<file path="src/rtl/branch_pred_decoder.sv">
// branch_pred_decoder: RV32IC fetch-stage control-flow decoder with a 2-bit BHT and an optional return-address stack
// Ports:
//   clk_in, rst_in (sync, active-high), rdy_in (low holds all state)
//   _br_rob/_rob_new_pc/_rob_imm : ROB redirect, target = base + offset
//   _clear                       : pipeline flush
//   _inst_in/_inst_ready_in/_inst_addr : fetched instruction, valid, and its PC
//   _upd_valid/_upd_pc/_upd_taken : resolved conditional branch training the BHT
//   _next_pc, _stall, _rvc, _pred_taken : fetch steering outputs
// Define BRANCH_PRED_RAS_EN to build the return-address stack; without it every jalr stalls.
module branch_pred_decoder #(
  parameter int BHT_IDX_W = 6,
  parameter int RAS_DEPTH = 4
) (
  input  logic        clk_in,
  input  logic        rst_in,
  input  logic        rdy_in,
  input  logic        _br_rob,
  input  logic [31:0] _rob_new_pc,
  input  logic [31:0] _rob_imm,
  input  logic        _clear,
  input  logic [31:0] _inst_in,
  input  logic        _inst_ready_in,
  input  logic [31:0] _inst_addr,
  input  logic        _upd_valid,
  input  logic [31:0] _upd_pc,
  input  logic        _upd_taken,
  output logic [31:0] _next_pc,
  output logic        _stall,
  output logic        _rvc,
  output logic        _pred_taken
);
  localparam int NB = 1 << BHT_IDX_W;
  logic [2:0] f3c;
  logic c_j, c_jr, c_br, is_jal, is_jalr, is_br, ras_hit;
  logic [31:0] step, seq_pc, jal_imm, br_imm, ras_top;
  logic [1:0] bht_q [NB];
  logic [1:0] bht_d [NB];
  logic [1:0] upd_cnt;
  logic [BHT_IDX_W-1:0] rd_idx, up_idx;
  logic unused_ok;
  assign f3c = _inst_in[15:13];
  assign _rvc = _inst_in[1:0] != 2'b11;
  assign step = _rvc ? 32'd2 : 32'd4;
  assign seq_pc = _inst_addr + step;
  // C.JAL (001) and C.J (101) share quadrant 1 and differ only in funct3[2]
  assign c_j = _inst_in[1:0] == 2'b01 && f3c[1:0] == 2'b01;
  assign c_jr = _inst_in[1:0] == 2'b10 && f3c == 3'b100 && _inst_in[6:2] == 5'd0 && _inst_in[11:7] != 5'd0;
  assign c_br = _inst_in[1:0] == 2'b01 && f3c[2:1] == 2'b11;
  assign is_jal = c_j || _inst_in[6:0] == 7'b1101111;
  assign is_jalr = c_jr || _inst_in[6:0] == 7'b1100111;
  assign is_br = c_br || _inst_in[6:0] == 7'b1100011;
  assign jal_imm = _rvc
    ? {{20{_inst_in[12]}}, _inst_in[12], _inst_in[8], _inst_in[10:9], _inst_in[6], _inst_in[7],
       _inst_in[2], _inst_in[11], _inst_in[5:3], 1'b0}
    : {{12{_inst_in[31]}}, _inst_in[19:12], _inst_in[20], _inst_in[30:21], 1'b0};
  assign br_imm = _rvc
    ? {{23{_inst_in[12]}}, _inst_in[12], _inst_in[6:5], _inst_in[2], _inst_in[11:10], _inst_in[4:3], 1'b0}
    : {{20{_inst_in[31]}}, _inst_in[7], _inst_in[30:25], _inst_in[11:8], 1'b0};
  assign rd_idx = _inst_addr[BHT_IDX_W:1];
  assign up_idx = _upd_pc[BHT_IDX_W:1];
  assign upd_cnt = bht_q[up_idx];
  assign unused_ok = ^{_upd_pc[31:BHT_IDX_W+1], _upd_pc[0]};
  assign _pred_taken = _inst_ready_in && is_br && bht_q[rd_idx][1];
  assign _stall = !_br_rob && !_clear && _inst_ready_in && is_jalr && !ras_hit;
  assign _next_pc = _br_rob ? _rob_new_pc + _rob_imm
                  : !_inst_ready_in ? _inst_addr
                  : is_jal ? _inst_addr + jal_imm
                  : (is_jalr && ras_hit) ? ras_top
                  : (is_br && _pred_taken) ? _inst_addr + br_imm
                  : seq_pc;
  always_comb begin
    bht_d = bht_q;
    if (rdy_in && _upd_valid)
      bht_d[up_idx] = _upd_taken ? (upd_cnt == 2'b11 ? 2'b11 : upd_cnt + 2'd1)
                                 : (upd_cnt == 2'b00 ? 2'b00 : upd_cnt - 2'd1);
  end
  always_ff @(posedge clk_in) begin
    if (rst_in) bht_q <= '{default: 2'b01};
    else bht_q <= bht_d;
  end
`ifdef BRANCH_PRED_RAS_EN
  localparam int PW = $clog2(RAS_DEPTH);
  logic [31:0] ras_q [RAS_DEPTH];
  logic [31:0] ras_d [RAS_DEPTH];
  logic [PW-1:0] ptr_q, ptr_d, top;
  logic [PW:0] cnt_q, cnt_d;
  logic is_call, is_ret, fetch;
  assign is_call = c_j ? !f3c[2] : c_jr ? _inst_in[12] : (is_jal || is_jalr) && _inst_in[11:7] == 5'd1;
  assign is_ret = c_jr ? !_inst_in[12] && _inst_in[11:7] == 5'd1
                : is_jalr && _inst_in[11:7] == 5'd0 && _inst_in[19:15] == 5'd1 && _inst_in[31:20] == 12'd0;
  // ptr_q is the next free slot; the stack is circular so a full push overwrites the oldest entry
  assign top = ptr_q - PW'(1);
  assign ras_top = ras_q[top];
  assign ras_hit = is_ret && cnt_q != '0;
  assign fetch = rdy_in && _inst_ready_in && !_br_rob && !_clear && !_stall;
  always_comb begin
    ras_d = ras_q;
    ptr_d = ptr_q;
    cnt_d = cnt_q;
    if (rdy_in && (_br_rob || _clear)) cnt_d = '0;
    else if (fetch && is_call && ras_hit) ras_d[top] = seq_pc;
    else if (fetch && is_call) begin
      ras_d[ptr_q] = seq_pc;
      ptr_d = ptr_q + PW'(1);
      cnt_d = cnt_q == (PW+1)'(RAS_DEPTH) ? cnt_q : cnt_q + (PW+1)'(1);
    end else if (fetch && ras_hit) begin
      ptr_d = top;
      cnt_d = cnt_q - (PW+1)'(1);
    end
  end
  always_ff @(posedge clk_in) begin
    ras_q <= ras_d;
    if (rst_in) begin
      ptr_q <= '0;
      cnt_q <= '0;
    end else begin
      ptr_q <= ptr_d;
      cnt_q <= cnt_d;
    end
  end
`else
  assign ras_hit = 1'b0;
  assign ras_top = seq_pc;
`endif
endmodule

</file>
<file path="config.mk">
export PLATFORM = sky130hd
export DESIGN_NAME = branch_pred_decoder
export DESIGN_NICKNAME = d
export VERILOG_FILES = /design/src/rtl/branch_pred_decoder.sv
export SDC_FILE = /design/constraint.sdc
export NUM_CORES = 1
export LEC_CHECK = 0
export CORE_MARGIN = 10
export CORE_UTILIZATION = 49
export CTS_CLUSTER_DIAMETER = 100
export DETAILED_ROUTE_END_ITERATION = 10
export GPL_TIMING_DRIVEN = 0
export PLACE_DENSITY = 0.79
export SLEW_MARGIN = 0
export SYNTH_ARGS = -nofsm -noshare
export SYNTH_HDL_FRONTEND = slang
export SYNTH_SLANG_ARGS = --single-unit
</file>
<file path="constraint.sdc">
create_clock -name clk_in -period 6.5 [get_ports clk_in]
set_clock_uncertainty 0.15 [all_clocks]
set_input_delay 0.975 -clock clk_in [delete_from_list [all_inputs] [get_ports clk_in]]
set_output_delay 0.975 -clock clk_in [all_outputs]
set_load 0.02 [all_outputs]
</file>
==> metrics list <==
* Total CTS buffers: 17
* Longest Clk Path Bufs: 2
- The worst hold path belongs to the class flip-flop to flip-flop.
- For this configuration, the core starts out at a cell density of 49.7%.
* Die H: 169 um
* Area added between synthesis and finish: 34.5%
- Routability cong.: 1.01
- Max-cap violations in this run came to 2.
- Summed over all layers, the global routing overflow is 0.
- For this run, the share of the core covered by cells in the final layout is 66.9%.
- The netlist uses 73 different library cells.
- Mean Syn Cell Area: 7.76 sq um
- CP Capture Type: output pin
- Global routing used 45.6% of the available met2 tracks.
- Number of buffers inserted for hold repair after clock tree synthesis: 0
- Across all setup checks in the final design, the least slack found is -0.607 ns.
- GRT busiest layer: met2
- VDD sags by at most 207 uV.
- Clock net sink count: 128
- On the final layout, the worst hold slack is 0.308 ns.
- More flip-flops sit in one register than any other, and that register is bht_q.
- The worst pin sits at a relative slew slack of 0.804%.
* Most area-hungry cell type in the Yosys netlist: dfxtp_1
* Setup tns final: -6.80 ns
- The run finished, with violations left.
* Die Footprint: 0.0284 sq mm
- Dpl cell area: 0.0130 sq mm
- Setup repair after global routing could not meet its margin everywhere.
- For the pin with the worst max-slew slack, the measured transition is 1.48 ns.
* Met1 Use GR: 39.1%
- Cells taking the most area after synthesis: dfxtp_1 (24%), nor2_1 (7.5%), ha_1 (7.1%)
* Clk pin slew, worst setup/hold paths: 0.06 ns
* Area of combinational cells with multiple inputs: 0.00837 sq mm
* Maximum number of pins on one net before global-route repair: 17
- CTS built an H-tree with a depth of 4.
* Remaining number of nets flagged by the antenna check after routing: 0
- After floorplanning, the core was sized to cover 0.0218 sq mm.
- # DRC: 0
* Clock latency at the later pin of the worst-skew pair: 0.43 ns
- When the netlist entered floorplanning its net count stood at 1625.
- Count of input and output buffers: 172
- At the end of the flow, the number of nets in the layout was 1854.
- The number of failing hold endpoints at the final stage was 0.
* Share of async-settable or async-resettable flops after synthesis: 0%
- After detailed routing, the average wire length per cell comes to 23.5 um.
* Clock period minus worst slack: 7.11 ns
* Timing-limited maximum frequency: 141 MHz
- The HPWL after detailed placement is 33000 um.
- Layout cells sized above 1: 17.4%
- Synthesis inferred 128 register bits.
- Synthesis produced a netlist whose cell count is 1394.
- Counting flops with a built-in enable in the synthesized netlist gives 0.
- In this run the count of I/O pins placed on the die edge is 203.
- Summed over all cells, the static leakage comes to 5.40 nW.
- Critical Path RT: 5.37 ns
- Arrival time reported for the critical path endpoint: 5.98 ns
* Highest fanout seen on the critical path: 7
- Standard-cell rows: 54
* Power density normalized to cell area: 184 mW/mm^2
- Global-route total usage across every layer: 29.6%
- After routing the design area is 0.0146 sq mm.
- Post-synth top area share: 23.7%
- Largest registers: bht_q x128
- Global-route met3 utilization: 8.18%
- Count of synthesis-stage warnings from yosys: 0
- TritonCTS clock tree: built
- Period utilisation layout: 109%
- First-pass GRT wire length: 68000 um
- Antenna violations before repair: 1
- Antenna diode instance count: 0
- The mapped netlist covers 0.0108 sq mm.
* Count of routing violations after the opening detailed-route iteration: 1913
- Total length of routed wires: 45000 um
- Avg Vias per Cell: 6.57
- WS Path Type: primary input to output pin
- Number of fill cells: 1779
- Final slew viol count: 0
- Area taken by flip-flops and latches: 0.00256 sq mm
- Cell with the most instances after synthesis: nor2_1
- Cell types with the highest counts after synthesis: nor2_1 (217), a21oi_1 (132), dfxtp_1 (128)
* Overall via count from detail_route: 12600
- Main flop type after synthesis: dfxtp_1
- The via count of the first global-routing pass came to 11700.
- Final setup violation count: 24
- After synthesis, flip-flops and latches occupy 23.7% of the total area.
- Width of the die: 169 um
* Number of iterations in the first detailed-routing pass: 6
- Worst setup slack before clock tree synthesis: -2.21 ns
- The register with the most flip-flops in the layout has 128 of them.
- Clk Tree Root Cell: clkbuf_16
* Violations in the final reports: capacitance limit, setup timing
- Category of the worst setup path launch point: primary input
## cells by family after synthesis
kind of cell,count (synthesis),synth area share (%)
xor+xnor,40,3.24
simple gates,502,21.2
buf+inv,119,5.09
fa+ha+maj,65,7.62
compound gates,463,28.9
mux,77,10.3
flops,128,23.7
## where the power goes
| group | switching, mW | internal (mW) |
|---|---|---|
| clock | 0.386 | 0.692 |
| combinational | 0.468 | 0.340 |
| sequential | 0.00265 | 0.788 |
| total | 0.856 | 1.82 |
## repair_timing
action | 4_1_cts | 5_1_grt
endpoints found under the hold margin | 0 | 0
buffers inserted | 33 | 7
cloned | 1 | 0
resized for setup | 258 | 60
pin swaps | 53 | 45
setup endpoints to repair | 31 | 29
## per-layer routing
layer / part of all wire (%) / wire (um)
met5: 0.029 / 13
met4: 3.8 / 1690
met3: 13 / 5730
met2: 44 / 19900
met1: 39 / 17600
## final cells by class
class / instances / share of cell area, %
Buffer: 95 / 3.77
Timing Repair Buffer: 211 / 13.6
Sequential cell: 128 / 17.6
Clock inverter: 13 / 1.44
Inverter: 23 / 0.593
Tap cell: 280 / 2.41
Multi-Input combinational cell: 1147 / 57.5
Clock buffer: 19 / 3.04
## layout by cell type, fill, tap and decap left out, types with 7 or more instances in the layout
master,n
a211o_1,47
a21o_1,17
a22oi_1,20
nor2b_1,21
xnor2_1,21
clkdlybuf4s50_1,133
nand2b_1,11
mux2i_1,29
nand4_1,10
buf_2,19
o21ai_2,9
or3_1,9
o21a_1,11
nor2_1,210
o22ai_1,10
inv_1,19
buf_6,28
nand3_1,31
a311oi_1,32
xor2_1,16
a31oi_1,9
a211oi_1,41
a21oi_1,114
mux2_2,14
mux4_2,26
clkbuf_1,57
nand2_1,117
or2_1,19
dfxtp_1,128
clkbuf_16,18
and3_1,9
o21ai_0,43
a21oi_2,12
nor3_1,16
o21ai_1,7
a221oi_1,9
buf_4,44
o211ai_1,11
ha_1,53
## per-stage QoR
stage	cells	total power, mW
after floorplan	1394	1.24
after global placement	1846	1.53
after detailed placement	1846	1.53
after CTS	1910	2.63
after global routing	1916	2.75
final	1916	2.68
## path summary, 6_finish.rpt
path | slack [ns] | endpoint | from | cells after the start
min | 0.31 | bht_q[2] | bht_q[2] | 1
max | -0.61 | _next_pc[31] | _inst_addr[1] | 24
min reg2reg | 0.31 | bht_q[2] | bht_q[2] | 1
max reg2reg | 3.30 | bht_q[125] | bht_q[10] | 11
## worst max-delay path, cell delays in order
cell and delay, ns:
buf_8 0.09, buf_6 0.12, buf_6 0.13, mux4_2 0.51
mux4_2 0.50, nand4_1 0.17, o41ai_4 0.12, or2_4 0.31
buf_2 0.16, a22oi_1 0.21, o22ai_2 0.18, ha_4 0.35
nand4_1 0.16, nor2_2 0.17, o211ai_1 0.19, buf_4 0.19
a21oi_4 0.17, buf_6 0.12, o211ai_1 0.14, and4_1 0.26
o31a_1 0.30, nor3_2 0.22, nor3b_2 0.07, buf_4 0.16
(Power assumes the default switching activity.)
